File: src/rtl/gate_vector_sequencer.sv
// gate_vector_sequencer
//   Clocked stimulus-and-check stage for a two-input basic_gate block.
//   A start pulse sweeps {a,b} through 00, 01, 10, 11. Each vector is held for
//   SETTLE cycles, then the seven gate outputs y = {y7..y1} are sampled and
//   compared with the expected truth table EXP_TABLE. The sequencer reports
//   pass/fail, a mismatch count and a per-vector fail mask.
//
//   Optional feature macro: GATE_SEQ_CAPTURE_EN
//     When defined, the outputs fail_y and fail_ab are added. They hold the y
//     value and the {a,b} value seen at the first mismatching sample of the
//     sweep.
//
//   Handshake: start is a single-cycle request pulse with no ready signal.
//   It is accepted only in IDLE, which is the cycle where busy=0 and done=0.
//   A start seen in any other state, including the done cycle, is dropped.
//   done pulses high for one cycle when a sweep finishes. pass, err_cnt and
//   fail_mask are valid from done until the next accepted start.
module gate_vector_sequencer #(
  parameter int          SETTLE    = 2,
  parameter logic [27:0] EXP_TABLE = 28'h465AB6C
) (
  input  logic       clk,
  input  logic       rst_n,
  input  logic       start,
  input  logic [6:0] y,
  output logic       a,
  output logic       b,
  output logic       busy,
  output logic       done,
  output logic       pass,
  output logic [2:0] err_cnt,
  output logic [3:0] fail_mask
`ifdef GATE_SEQ_CAPTURE_EN
  ,
  output logic [6:0] fail_y,
  output logic [1:0] fail_ab
`endif
);

  typedef enum logic [1:0] {
    S_IDLE        = 2'd0,
    S_SETTLE_WAIT = 2'd1,
    S_SAMPLE      = 2'd2,
    S_DONE        = 2'd3
  } state_t;

  // The counter is loaded with SETTLE-1 and the FSM leaves SETTLE_WAIT on the
  // cycle where the counter reads 0. This holds each vector for SETTLE cycles.
  localparam logic [7:0] RELOAD = 8'(SETTLE - 1);

  state_t     state_q, state_d;
  logic [1:0] idx_q, idx_d;
  logic [7:0] cnt_q, cnt_d;
  logic [1:0] ab_q, ab_d;
  logic       busy_q, busy_d;
  logic       done_q, done_d;
  logic       pass_q, pass_d;
  logic [2:0] err_q, err_d;
  logic [3:0] mask_q, mask_d;
`ifdef GATE_SEQ_CAPTURE_EN
  logic [6:0] fail_y_q, fail_y_d;
  logic [1:0] fail_ab_q, fail_ab_d;
`endif

  logic [4:0] exp_base;
  logic [6:0] exp_vec;
  logic       hit;
  logic       mismatch;
  logic [2:0] err_next;

  // Expected-value lookup and compare for the current vector. If y contains X,
  // the if condition takes the else path, so X is counted as a mismatch.
  always_comb begin
    exp_base = 5'(idx_q) * 5'd7;
    exp_vec  = EXP_TABLE[exp_base +: 7];
    hit      = 1'b0;
    if (y == exp_vec) begin
      hit = 1'b1;
    end
    mismatch = ~hit;
    err_next = err_q + {2'b00, mismatch};
  end

  // Next-state and next-output logic for the sweep FSM.
  always_comb begin
    state_d   = state_q;
    idx_d     = idx_q;
    cnt_d     = cnt_q;
    ab_d      = ab_q;
    busy_d    = busy_q;
    done_d    = 1'b0;
    pass_d    = pass_q;
    err_d     = err_q;
    mask_d    = mask_q;
`ifdef GATE_SEQ_CAPTURE_EN
    fail_y_d  = fail_y_q;
    fail_ab_d = fail_ab_q;
`endif
    case (state_q)
      S_IDLE: begin
        if (start) begin
          err_d     = 3'd0;
          mask_d    = 4'd0;
          pass_d    = 1'b0;
          idx_d     = 2'd0;
          ab_d      = 2'b00;
          cnt_d     = RELOAD;
          busy_d    = 1'b1;
`ifdef GATE_SEQ_CAPTURE_EN
          fail_y_d  = 7'd0;
          fail_ab_d = 2'd0;
`endif
          state_d   = S_SETTLE_WAIT;
        end
      end
      S_SETTLE_WAIT: begin
        if (cnt_q == 8'd0) begin
          state_d = S_SAMPLE;
        end else begin
          cnt_d = cnt_q - 8'd1;
        end
      end
      S_SAMPLE: begin
        if (mismatch) begin
          mask_d[idx_q] = 1'b1;
          err_d         = err_next;
`ifdef GATE_SEQ_CAPTURE_EN
          // Only the first mismatch of a sweep is captured.
          if (err_q == 3'd0) begin
            fail_y_d  = y;
            fail_ab_d = ab_q;
          end
`endif
        end
        if (idx_q != 2'd3) begin
          idx_d   = idx_q + 2'd1;
          ab_d    = idx_q + 2'd1;
          cnt_d   = RELOAD;
          state_d = S_SETTLE_WAIT;
        end else begin
          done_d  = 1'b1;
          busy_d  = 1'b0;
          pass_d  = (err_next == 3'd0);
          ab_d    = 2'b00;
          state_d = S_DONE;
        end
      end
      S_DONE: begin
        state_d = S_IDLE;
      end
      default: begin
        state_d = S_IDLE;
      end
    endcase
  end

  // State and output registers with synchronous active-low reset.
  always_ff @(posedge clk) begin
    if (!rst_n) begin
      state_q   <= S_IDLE;
      idx_q     <= 2'd0;
      cnt_q     <= 8'd0;
      ab_q      <= 2'b00;
      busy_q    <= 1'b0;
      done_q    <= 1'b0;
      pass_q    <= 1'b0;
      err_q     <= 3'd0;
      mask_q    <= 4'd0;
`ifdef GATE_SEQ_CAPTURE_EN
      fail_y_q  <= 7'd0;
      fail_ab_q <= 2'd0;
`endif
    end else begin
      state_q   <= state_d;
      idx_q     <= idx_d;
      cnt_q     <= cnt_d;
      ab_q      <= ab_d;
      busy_q    <= busy_d;
      done_q    <= done_d;
      pass_q    <= pass_d;
      err_q     <= err_d;
      mask_q    <= mask_d;
`ifdef GATE_SEQ_CAPTURE_EN
      fail_y_q  <= fail_y_d;
      fail_ab_q <= fail_ab_d;
`endif
    end
  end

  assign a         = ab_q[1];
  assign b         = ab_q[0];
  assign busy      = busy_q;
  assign done      = done_q;
  assign pass      = pass_q;
  assign err_cnt   = err_q;
  assign fail_mask = mask_q;
`ifdef GATE_SEQ_CAPTURE_EN
  assign fail_y    = fail_y_q;
  assign fail_ab   = fail_ab_q;
`endif

endmodule
File: config.mk
export PLATFORM = sky130hd
export DESIGN_NAME = gate_vector_sequencer
export DESIGN_NICKNAME = d
export VERILOG_FILES = /design/src/rtl/gate_vector_sequencer.sv
export SDC_FILE = /design/constraint.sdc
export NUM_CORES = 1
export LEC_CHECK = 0
export BUFFER_PORTS_ARGS = -buffer_cell sky130_fd_sc_hd__buf_2
export CORE_MARGIN = 4
export CORE_UTILIZATION = 55
export DETAILED_ROUTE_END_ITERATION = 8
export PLACE_DENSITY = 0.78
export SLEW_MARGIN = 20
export SYNTH_ARGS = -nofsm -noshare
export SYNTH_HDL_FRONTEND = slang
export SYNTH_SLANG_ARGS = --single-unit
File: constraint.sdc
create_clock -name clk -period 3.9 [get_ports clk]
set_input_delay 0.585 -clock clk [delete_from_list [all_inputs] [get_ports clk]]
set_output_delay 0.585 -clock clk [all_outputs]
set_load 0.05 [all_outputs]
==> flow_summary.yaml <==
run_status:
  status: "complete, no violations"
sta:
  finalSetupTns_ps: 0
  slew_headroom_pct: 58.0
  drv_slew: 0
  finalCritPeriodShare_pct: 81.8
  tightestPinTransition_ps: 626
  setup_viol: 0
  min_period_ps: 3190
  fmax_ghz: 0.313
  finalHoldViolCount: 0
  rsz0062_at_grt: "false"
  setup_ws_ps: 709
  fin_skew_ps: 10.3
hold_path:
  min_path_cells: 2
  hp-start: "fail_mask[1]"
  hold_end: "fail_mask[1]"
  min_path_type: "reg -> reg"
drt:
  drc: 0
  ant_nets: 0
  wl_um: 2540
  via_per_inst: 5.41
  wl_per_cell_um: 12.7
  vias: 1082
  initialDrtViolationCount: 16
  drtPass1Iterations: 4
synthesis:
  syn_area_mm2: 0.00139
  syn_inst: 154
  synth-seq-cells: 24
  synth_warnings: 0
  ys_seq_area_share_pct: 34.7
  syn_nets: 174
  avgSynthCellArea_um2: 8.99
  yosysUniqueCellTypes: 38
clock_tree:
  ctsHtreeMaxLevel: 1
  clock_sinks: 24
  cts-root-buf: "clkbuf_4"
  clock_latency_ps: 310
  postCtsSetupBuffers: 0
  cts_tree: "done"
  post_cts_resized: 0
  cts_max_path_buffers: 2
  cts_buffers: 3
  path_clk_slew_ps: 140
  holdBufCountCts: 0
critical_path:
  cp_num_cells: 10
  crit_chain: "inv_1, ha_1, or3b_4, a2111oi_4, nand2_1, ha_1, ha_1, or4_1, a21oi_1, o21a_1"
  worst_r2r_endpoint: "pass"
  cp_num_buf_inv: 1
  crit_top_cell: "ha_1"
  path_class: "reg -> reg"
  cp_slowest_cell: "or4_1"
  r2r_slack_ps: 710
  crit_fanout: 6
  critPathRequiredTime_ps: 4160
  cp-start-kind: "flip-flop"
  end_kind: "flip-flop"
  ff2ff_path_depth: 10
  r2r_start: "idx_q[0]"
  cp.arrival_ps: 3460
  cp_slowest_stage_delay_ps: 520
  crit_family: "simple AND/OR/NAND/NOR gates"
  critPathLaunch: "idx_q[0]"
power_and_ir_drop:
  irDropWorstVdd_mv: 0.280
  power_mw: 0.741
  p_leak_nw: 0.661
  power.density_mw_per_mm2: 480
floorplanning:
  coreArea_mm2: 0.00230
  fp.dieArea_mm2: 0.00338
  io_pins: 22
  initial_utilization_pct: 60.3
  die_x_um: 58.2
  die_h_um: 58.2
  rows: 17
placed_design:
  placedCellCount: 196
  io_buffers: 21
  hpwlAfterDp_um: 1990
  place_congestion: 0.807
  pre_cts_slack_ps: 732
global_route:
  grt_pass1_vias: 1078
  antenna_found_initial: 0
  grt_max_degree: 19
  grt_pass1_wl_um: 4530
  track_usage_pct: 16.3
  overflow: 0
finish:
  fin_cells: 200
  diodes: 0
  drive_above_1_share_pct: 19.2
  syn_to_final_growth_pct: 11.5
  num-nets-final: 193
  final_util_pct: 67.2
job:
  cap_violations: 0
-- worst register-to-register path: stages (launching register included) --
cell,delay [ps]
dfxtp_1,460
inv_1,140
ha_1,370
or3b_4,420
a2111oi_4,430
nand2_1,110
ha_1,190
ha_1,280
or4_1,520
a21oi_1,120
o21a_1,120
-- worst max-delay path by stage --
stage	end	slack, ps
floorplan	pass	940
global placement	pass	830
detailed placement	pass	730
CTS	pass	700
global route	pass	540
finish	pass	710
-- cell usage in the layout, fill, tap and decap left out --
cell type	netlist	routed
o41ai_1	1	1
dfxtp_1	24	24
bufinv_16	0	1
or4_1	2	2
a21oi_1	5	5
a21o_4	1	1
buf_2	3	21
nor3_1	2	2
a31o_2	1	1
xnor2_1	3	3
o21a_1	1	1
clkbuf_4	0	3
nand2b_1	9	9
mux2_2	1	1
or3b_4	1	1
a2111oi_4	2	2
a22o_2	1	1
o211a_1	1	1
a211oi_1	1	1
nor4_2	1	1
o21ai_0	5	5
a31oi_1	2	2
a22oi_1	2	2
inv_1	5	5
nor2_1	4	4
o21bai_1	1	1
nand3b_1	1	1
and3_1	2	2
or3b_1	1	1
nand2_1	25	25
nor2b_1	6	6
mux2i_1	9	9
a21boi_0	5	5
xor2_1	3	3
o21ai_1	1	1
and2_1	2	2
ha_1	10	10
nand3_1	6	6
-- routing by layer --
metal / up-vias / share of wire (%) / GRT usage [%]
met4: 0 / 0.55 / 2.65
met2: 13 / 52 / 30.8
met5: - / 0 / 0
met1: 500 / 43 / 19.2
met3: 2 / 3.5 / 3.12
li1: 567 / - / -
-- kinds of logic (layout without fill, tap and decap cells) --
| logic type | Yosys count | in the layout | synth area share, % |
|---|---|---|---|
| adder cells (fa/ha/maj) | 10 | 10 | 9.03 |
| buffers and inverters | 12 | 30 | 3.79 |
| AO/OA/AOI/OAI | 30 | 30 | 18.1 |
| AND/OR/NAND/NOR | 62 | 62 | 23.3 |
| multiplexers | 10 | 10 | 7.32 |
| flip-flops | 24 | 24 | 34.7 |
| XOR/XNOR | 6 | 6 | 3.79 |
-- sequential cells by signal, indices dropped and copies added (netlist names) --
name       cells
done           1
ab_q           2
state_q        2
busy           1
pass           1
fail_mask      4
cnt_q          8
idx_q          2
err_cnt        3
-- metrics by stage --
stage | instance area (µm²) | hold slack (ps)
final | 1540 | 465
after global routing | 1540 | 515
after CTS | 1540 | 478
after detailed placement | 1490 | 449
after global placement | 1490 | 431
after floorplan | 1390 | 443
-- Yosys cell counts, drive strengths merged --
master,n,area (µm²)
o21ai,6,30.0
nor2,4,15.0
nand3b,1,7.51
dfxtp,24,480
a2111oi,2,55.1
nor4,1,12.5
a211oi,1,7.51
a22o,1,10.0
a31o,1,8.76
buf,4,22.5
nand3,6,30.0
mux2i,9,90.1
a21boi,5,37.5
o21a,1,7.51
clkbuf,3,11.3
nor3,2,10.0
or3b,2,20.0
ha,10,125
a21oi,5,25.0
o211a,1,10.0
mux2,1,11.3
xnor2,3,26.3
nand2,25,93.8
and3,2,12.5
o21bai,1,7.51
a31oi,2,12.5
xor2,3,26.3
a22oi,2,15.0
and2,2,12.5
nor2b,6,37.5
o41ai,1,8.76
nand2b,9,56.3
a21o,1,15.0
inv,5,18.8
or4,2,15.0
-- final cells by class --
type	instances	area [µm²]
Multi-Input combinational cell	118	852
Inverter	5	18.8
Clock inverter	1	30.0
Tap cell	28	35.0
Timing Repair Buffer	21	105
Sequential cell	24	480
Clock buffer	3	22.5
Fill cell	201	753
-- power breakdown --
part,internal (mW),switching (mW)
Clock,0.104,0.0734
Sequential,0.277,0.0367
Combinational,0.112,0.138
Total,0.492,0.248
Note: power is estimated with default switching activity, not from simulation.
